===== src/rtl/cpu_pkg.sv =====
// Shared pipeline definitions: control-bundle bit positions, the ID/EX data
// record and the bubble constant.
package cpu_pkg;

  localparam int unsigned CTRL_W = 16;

  localparam int unsigned CTRL_REGWR      = 0;
  localparam int unsigned CTRL_MEMWR      = 1;
  localparam int unsigned CTRL_MEMTOREG   = 2;
  localparam int unsigned CTRL_ALUSRC     = 3;
  localparam int unsigned CTRL_REGDST     = 4;
  localparam int unsigned CTRL_BRANCH     = 5;
  localparam int unsigned CTRL_JUMP       = 6;
  localparam int unsigned CTRL_JAL        = 7;
  localparam int unsigned CTRL_ALUCTR_LSB = 8;
  localparam int unsigned CTRL_ALUCTR_W   = 4;

  typedef struct packed {
    logic [31:0] pc;
    logic [31:0] busA;
    logic [31:0] busB;
    logic [31:0] imm32;
    logic [4:0]  shamt;
    logic [4:0]  rs;
    logic [4:0]  rt;
    logic [4:0]  rd;
    logic        mem_read;
  } ex_data_t;

  localparam ex_data_t EX_DATA_BUBBLE = '0;

  typedef enum logic [1:0] {
    ACT_LOAD,
    ACT_FLUSH,
    ACT_HOLD,
    ACT_STALL
  } stage_act_e;

endpackage


===== src/rtl/load_use_detect.sv =====
// Load-use hazard: a load in EX whose destination is read by the ID instruction.
module load_use_detect (
  input  logic       ex_valid_i,
  input  logic       ex_mem_read_i,
  input  logic [4:0] ex_rt_i,
  input  logic       id_valid_i,
  input  logic       uses_rs_i,
  input  logic       uses_rt_i,
  input  logic [4:0] id_rs_i,
  input  logic [4:0] id_rt_i,
  output logic       lu_o
);

  logic rs_hit;
  logic rt_hit;

  always_comb begin
    rs_hit = uses_rs_i && (id_rs_i == ex_rt_i);
    rt_hit = uses_rt_i && (id_rt_i == ex_rt_i);
    // r0 is hard-wired zero, so a load into it never produces a dependency
    lu_o   = ex_valid_i && ex_mem_read_i && (ex_rt_i != '0) && id_valid_i && (rs_hit || rt_hit);
  end

endmodule


===== src/rtl/id_ex_stage.sv =====
// ID/EX pipeline register with load-use stall, bubble insertion, branch flush,
// external hold and a saturating bubble counter.
module id_ex_stage #(
  parameter int unsigned CTRL_W = cpu_pkg::CTRL_W,
  parameter int unsigned CNT_W  = 16
) (
  input  logic              clk,
  input  logic              rst,
  input  logic              id_valid,
  input  logic              flush,
  input  logic              hold,
  input  logic [31:0]       pc_id,
  input  logic [31:0]       busA_id,
  input  logic [31:0]       busB_id,
  input  logic [31:0]       imm32_id,
  input  logic [4:0]        shamt_id,
  input  logic [4:0]        rs_id,
  input  logic [4:0]        rt_id,
  input  logic [4:0]        rd_id,
  input  logic              uses_rs,
  input  logic              uses_rt,
  input  logic              mem_read_id,
  input  logic [CTRL_W-1:0] ctrl_id,
  output logic              ex_valid,
  output logic [31:0]       pc_ex,
  output logic [31:0]       busA_ex,
  output logic [31:0]       busB_ex,
  output logic [31:0]       imm32_ex,
  output logic [4:0]        shamt_ex,
  output logic [4:0]        rs_ex,
  output logic [4:0]        rt_ex,
  output logic [4:0]        rd_ex,
  output logic              mem_read_ex,
  output logic [CTRL_W-1:0] ctrl_ex,
  output logic              stall_ifid,
  output logic [CNT_W-1:0]  bubble_cnt
);

  import cpu_pkg::*;

  ex_data_t          data_id, data_d, data_q;
  logic              valid_d, valid_q;
  logic [CTRL_W-1:0] ctrl_d, ctrl_q;
  logic [CNT_W-1:0]  cnt_d, cnt_q;
  logic              lu;
  stage_act_e        act;

  always_comb begin
    data_id = '{pc: pc_id, busA: busA_id, busB: busB_id, imm32: imm32_id,
                shamt: shamt_id, rs: rs_id, rt: rt_id, rd: rd_id,
                mem_read: mem_read_id};
  end

  load_use_detect u_load_use_detect (
    .ex_valid_i    (valid_q),
    .ex_mem_read_i (data_q.mem_read),
    .ex_rt_i       (data_q.rt),
    .id_valid_i    (id_valid),
    .uses_rs_i     (uses_rs),
    .uses_rt_i     (uses_rt),
    .id_rs_i       (rs_id),
    .id_rt_i       (rt_id),
    .lu_o          (lu)
  );

  // Priority: flush beats hold beats load-use
  always_comb begin
    act = ACT_LOAD;
    if (flush)     act = ACT_FLUSH;
    else if (hold) act = ACT_HOLD;
    else if (lu)   act = ACT_STALL;
  end

  always_comb begin
    data_d  = data_q;
    valid_d = valid_q;
    ctrl_d  = ctrl_q;
    cnt_d   = cnt_q;
    case (act)
      ACT_LOAD: begin
        data_d  = data_id;
        valid_d = id_valid;
        ctrl_d  = ctrl_id;
      end
      ACT_FLUSH, ACT_STALL: begin
        data_d  = EX_DATA_BUBBLE;
        valid_d = 1'b0;
        ctrl_d  = '0;
      end
      default: ;
    endcase
    if (act == ACT_STALL && cnt_q != '1) cnt_d = cnt_q + 1'b1;
  end

  always_ff @(posedge clk or negedge rst) begin
    if (!rst) begin
      data_q  <= EX_DATA_BUBBLE;
      valid_q <= 1'b0;
      ctrl_q  <= '0;
      cnt_q   <= '0;
    end else begin
      data_q  <= data_d;
      valid_q <= valid_d;
      ctrl_q  <= ctrl_d;
      cnt_q   <= cnt_d;
    end
  end

  assign stall_ifid  = (act == ACT_HOLD) || (act == ACT_STALL);
  assign ex_valid    = valid_q;
  assign pc_ex       = data_q.pc;
  assign busA_ex     = data_q.busA;
  assign busB_ex     = data_q.busB;
  assign imm32_ex    = data_q.imm32;
  assign shamt_ex    = data_q.shamt;
  assign rs_ex       = data_q.rs;
  assign rt_ex       = data_q.rt;
  assign rd_ex       = data_q.rd;
  assign mem_read_ex = data_q.mem_read;
  assign ctrl_ex     = ctrl_q;
  assign bubble_cnt  = cnt_q;

endmodule


===== config.mk =====
export PLATFORM = sky130hd
export DESIGN_NAME = id_ex_stage
export DESIGN_NICKNAME = d
export VERILOG_FILES = /design/src/rtl/cpu_pkg.sv /design/src/rtl/load_use_detect.sv /design/src/rtl/id_ex_stage.sv
export SDC_FILE = /design/constraint.sdc
export NUM_CORES = 1
export LEC_CHECK = 0
export CAP_MARGIN = 40
export CORE_AREA = 2 2 139 141
export DETAILED_ROUTE_END_ITERATION = 10
export DIE_AREA = 0 0 141 143
export DONT_BUFFER_PORTS = 1
export GPL_TIMING_DRIVEN = 1
export PLACE_DENSITY = 0.63
export REMOVE_ABC_BUFFERS = 1
export SLEW_MARGIN = 0
export SYNTH_ARGS = -nofsm -noshare
export SYNTH_HDL_FRONTEND = slang
export SYNTH_SLANG_ARGS = --single-unit

===== constraint.sdc =====
create_clock -name clk -period 2.4 [get_ports clk]
set_input_delay 0.36 -clock clk [delete_from_list [all_inputs] [get_ports clk]]
set_output_delay 0.36 -clock clk [all_outputs]
set_load 0.1 [all_outputs]

==> run_results.csv <==
group,metric,value,unit
outcome,status,"finished, violations left",
outcome,violations,"hold timing",
place,post-place-cells,840,
global_routing,antenna_found_initial,1,
drt,wirelength,21.9,mm
worst_setup_path,cp_cell_sequence,"or4_4, o2111ai_4, nand2b_4, a21oi_2, buf_12",
timing,worst_slack,0.0196,ns
final_layout,postLayoutCellArea,11500,sq um
worst_setup_path,critPathMaxFanout,3,
power_and_ir_drop,max-vdd-ir-drop,463,uV
drt,vias,5375,
place,dp_hpwl,15.5,mm
final_layout,drive_above_1_share,0.314,
final_layout,nFillCells,1302,
yosys,synth_area_leader_cell,"dfrtp_1",
timing,whs,-0.375,ns
yosys,async_flop_share,1.00,
worst_setup_path,crit_buf_inv,1,
clocking,tritoncts,"yes",
power_and_ir_drop,powerDensity,732,nW/um^2
global_routing,grt-ovfl-total,0,
power_and_ir_drop,seqPwrFrac,0.436,
drt,drt-vias-per-instance,6.07,
global_routing,grt_usage,0.207,
power_and_ir_drop,finalPower,8390,uW
floorplan,rows,50,
drt,remaining_drc_errors,0,
worst_setup_path,critPathTopFamily,"simple AND/OR/NAND/NOR gates",
timing,setup-violations-final,0,
drt,antenna_left,0,
global_routing,grt_pass1_wl,31.8,mm
worst_setup_path,crit_path_end_kind,"output pin",
yosys,syn_inst,514,
floorplan,start_util,0.389,
yosys,synth_top_area_share,0.630,
timing,maxSlewHeadroom,0.391,
floorplan,die_width,141,microns
timing,drv_slew,0,
timing,finClkSkew,0.0187,ns
clocking,clkSinkCount,182,
timing,min_period,2.38,ns
timing,clock.fmax,0.420,GHz
timing,grt_setup_unrepaired,"yes",
clocking,cts_buffers,17,
yosys,synth_seq_cells,182,
drt,wl_per_cell,24.7,microns
timing,fin_setup_tns,0,ns
yosys,syn_avg_cell_area,14.1,sq um
worst_setup_path,crit_start,"rt_ex[2]",
clocking,clk-insertion-delay-late,0.43,ns
worst_setup_path,cp_data_arrival_time,2.02,ns
worst_setup_path,reg2reg_from,"rt_ex[2]",
global_routing,grt_pass1_vias,5563,
yosys,ys_warn_count,0,
yosys,synthDistinctLibCells,32,
worst_setup_path,slowest_delay,0.54,ns
global_routing,grt_max_degree,183,
timing,final-hold-violation-count,182,
final_layout,final-seq-area,4560,sq um
yosys,synth_ff_type,"dfrtp_1",
place,dp_slack,0.179,ns
yosys,synth-edff-count,0,
floorplan,core,18600,sq um
hold_path,hold_path_class,"input pin to asynchronous set/reset pin",
yosys,syn_area,7230,sq um
place,post_dp_cell_area,10600,sq um
worst_setup_path,crit_path_start_kind,"flop",
place,gp_congestion,0.769,
power_and_ir_drop,p_int,5550,uW
place,numPortBuffers,0,
yosys,synth_area_leaders,"dfrtp_1 63%, a32o_1 21%, xnor2_1 2.8%, buf_6 2.6%, clkbuf_1 2.2%",
clocking,clockBufferDepth,2,
floorplan,ios,355,
drt,first_iter_violations,326,
clocking,clk_transition_reported_paths,0.07,ns
final_layout,multiInputGateArea,2350,sq um
clocking,cts_root_buffer,"clkbuf_16",
clocking,h-tree-depth,4,
floorplan,dieArea,20200,sq um
power_and_ir_drop,p_leak,0.00492,uW
drt,drt_pass1_iterations,5,
power_and_ir_drop,pwr-share-comb,0.233,
power_and_ir_drop,switchingPower,2850,uW
flow_run,max_cap_violations,0,
floorplan,die_h,143,microns
power_and_ir_drop,clockPowerShare,0.331,
final_layout,nets,811,
final_layout,syn2layout_area_growth,58.5,%
final_layout,stdcell_count,885,
worst_setup_path,crit_type,"flop to output pin",
power_and_ir_drop,p_sw_frac,0.339,
timing,fin_crit_sh,0.992,
worst_setup_path,required,2.04,ns
yosys,synth_seq_area_share,0.630,
timing,worst-slew-pin-transition,0.913,ns
worst_setup_path,slowest_stage,"or4_4",
## through the flow
stage	util	hold slack, ns
floorplan	-	0.0644
global placement	0.407	0.0686
detailed placement	0.570	0.0680
CTS	0.603	-0.398
global route	0.617	-0.404
finish	0.617	-0.375
## sequential cells by signal, summed over array words and instances, names as in the netlist
name	cells
ctrl_ex	16
busA_ex	32
mem_read_ex	1
rd_ex	5
bubble_cnt	16
imm32_ex	32
busB_ex	32
pc_ex	32
rs_ex	5
rt_ex	5
shamt_ex	5
ex_valid	1
## per-layer routing
layer / share of wire / GRT usage / up-vias / routed length (microns)
met5: 0 / 0 / - / 0
met4: 0.021 / 0.0695 / 0 / 465
met3: 0.096 / 0.0832 / 29 / 2090
met2: 0.53 / 0.368 / 278 / 11700
met1: 0.35 / 0.224 / 2754 / 7670
li1: - / - / 2314 / -
## cell type report
type / instances / area share
Timing Repair Buffer: 164 / 0.320
Clock buffer: 19 / 0.0378
Tap cell: 234 / 0.0255
Antenna cell: 1 / 0.000218
Inverter: 6 / 0.00196
Sequential cell: 182 / 0.397
Clock inverter: 12 / 0.0128
Multi-Input combinational cell: 267 / 0.205
## cells in the mapped netlist (3+ instances only)
| master | n |
|---|---|
| dfrtp_1 | 182 |
| a32o_1 | 154 |
| nand4b_1 | 3 |
| inv_1 | 6 |
| xnor2_1 | 23 |
| and4_1 | 3 |
| clkbuf_1 | 42 |
| nand3_1 | 12 |
| nand2_1 | 19 |
| o41ai_1 | 5 |
| o22ai_1 | 7 |
| nor2_1 | 6 |
| buf_6 | 17 |
| and3_1 | 3 |
| nand4_1 | 3 |
| nand3b_1 | 6 |
## power by group through the flow
stage                     Sequential [uW]  Combinational [uW]  Clock, uW
after floorplan                      4520                 257          0
after global placement               4480                 402          0
after detailed placement             3780                1840          0
after CTS                            3720                1850       2830
after global routing                 3680                2000       2970
final                                3660                1960       2780
## worst reg2reg max path, cell delays in order, from the launching register on
cell and delay (ns):
dfrtp_1 0.41, or4_4 0.55, o2111ai_4 0.22, nand2b_4 0.17, buf_4 0.15, buf_4 0.45
a32o_1 0.32
## cell families (layout without fill, tap and decap cells)
kind of cell,Yosys count,after routing,share of synthesized area
xor+xnor,24,24,0.0291
simple gates,70,70,0.0548
compound gates,170,170,0.230
fa+ha+maj,1,1,0.00173
flops,182,182,0.630
other cells,0,1,0
buf+inv,65,201,0.0514
mux,2,2,0.00311
## repair_timing
action / CTS / global route
endpoints found under the hold margin: 182 / 182
endpoints found under the setup margin: 1 / 2
resized for setup: 1 / 3
setup buffers: 4 / 0
pin swaps: 0 / 2
## placed cells by master (no fill, tap or decap), types with 7 or more instances in the layout
master and instances:
a32o_1 154, buf_16 119, buf_4 40, clkbuf_16 17
dfrtp_1 181, nand2_1 19, nand3_1 12, o22ai_1 7
xnor2_1 23
## final timing paths
kind,endpoint,slack (ns),depth (start not counted)
setup / recovery,stall_ifid,0.02,5
hold / removal,busA_ex[7],-0.37,0
setup reg to reg,pc_ex[25],0.08,6
hold reg to reg,ctrl_ex[8],0.50,1
max in group asynchronous,busB_ex[29],2.38,0
min in group clk,rs_ex[3],0.04,1
Power figures use the tool's default switching activity.
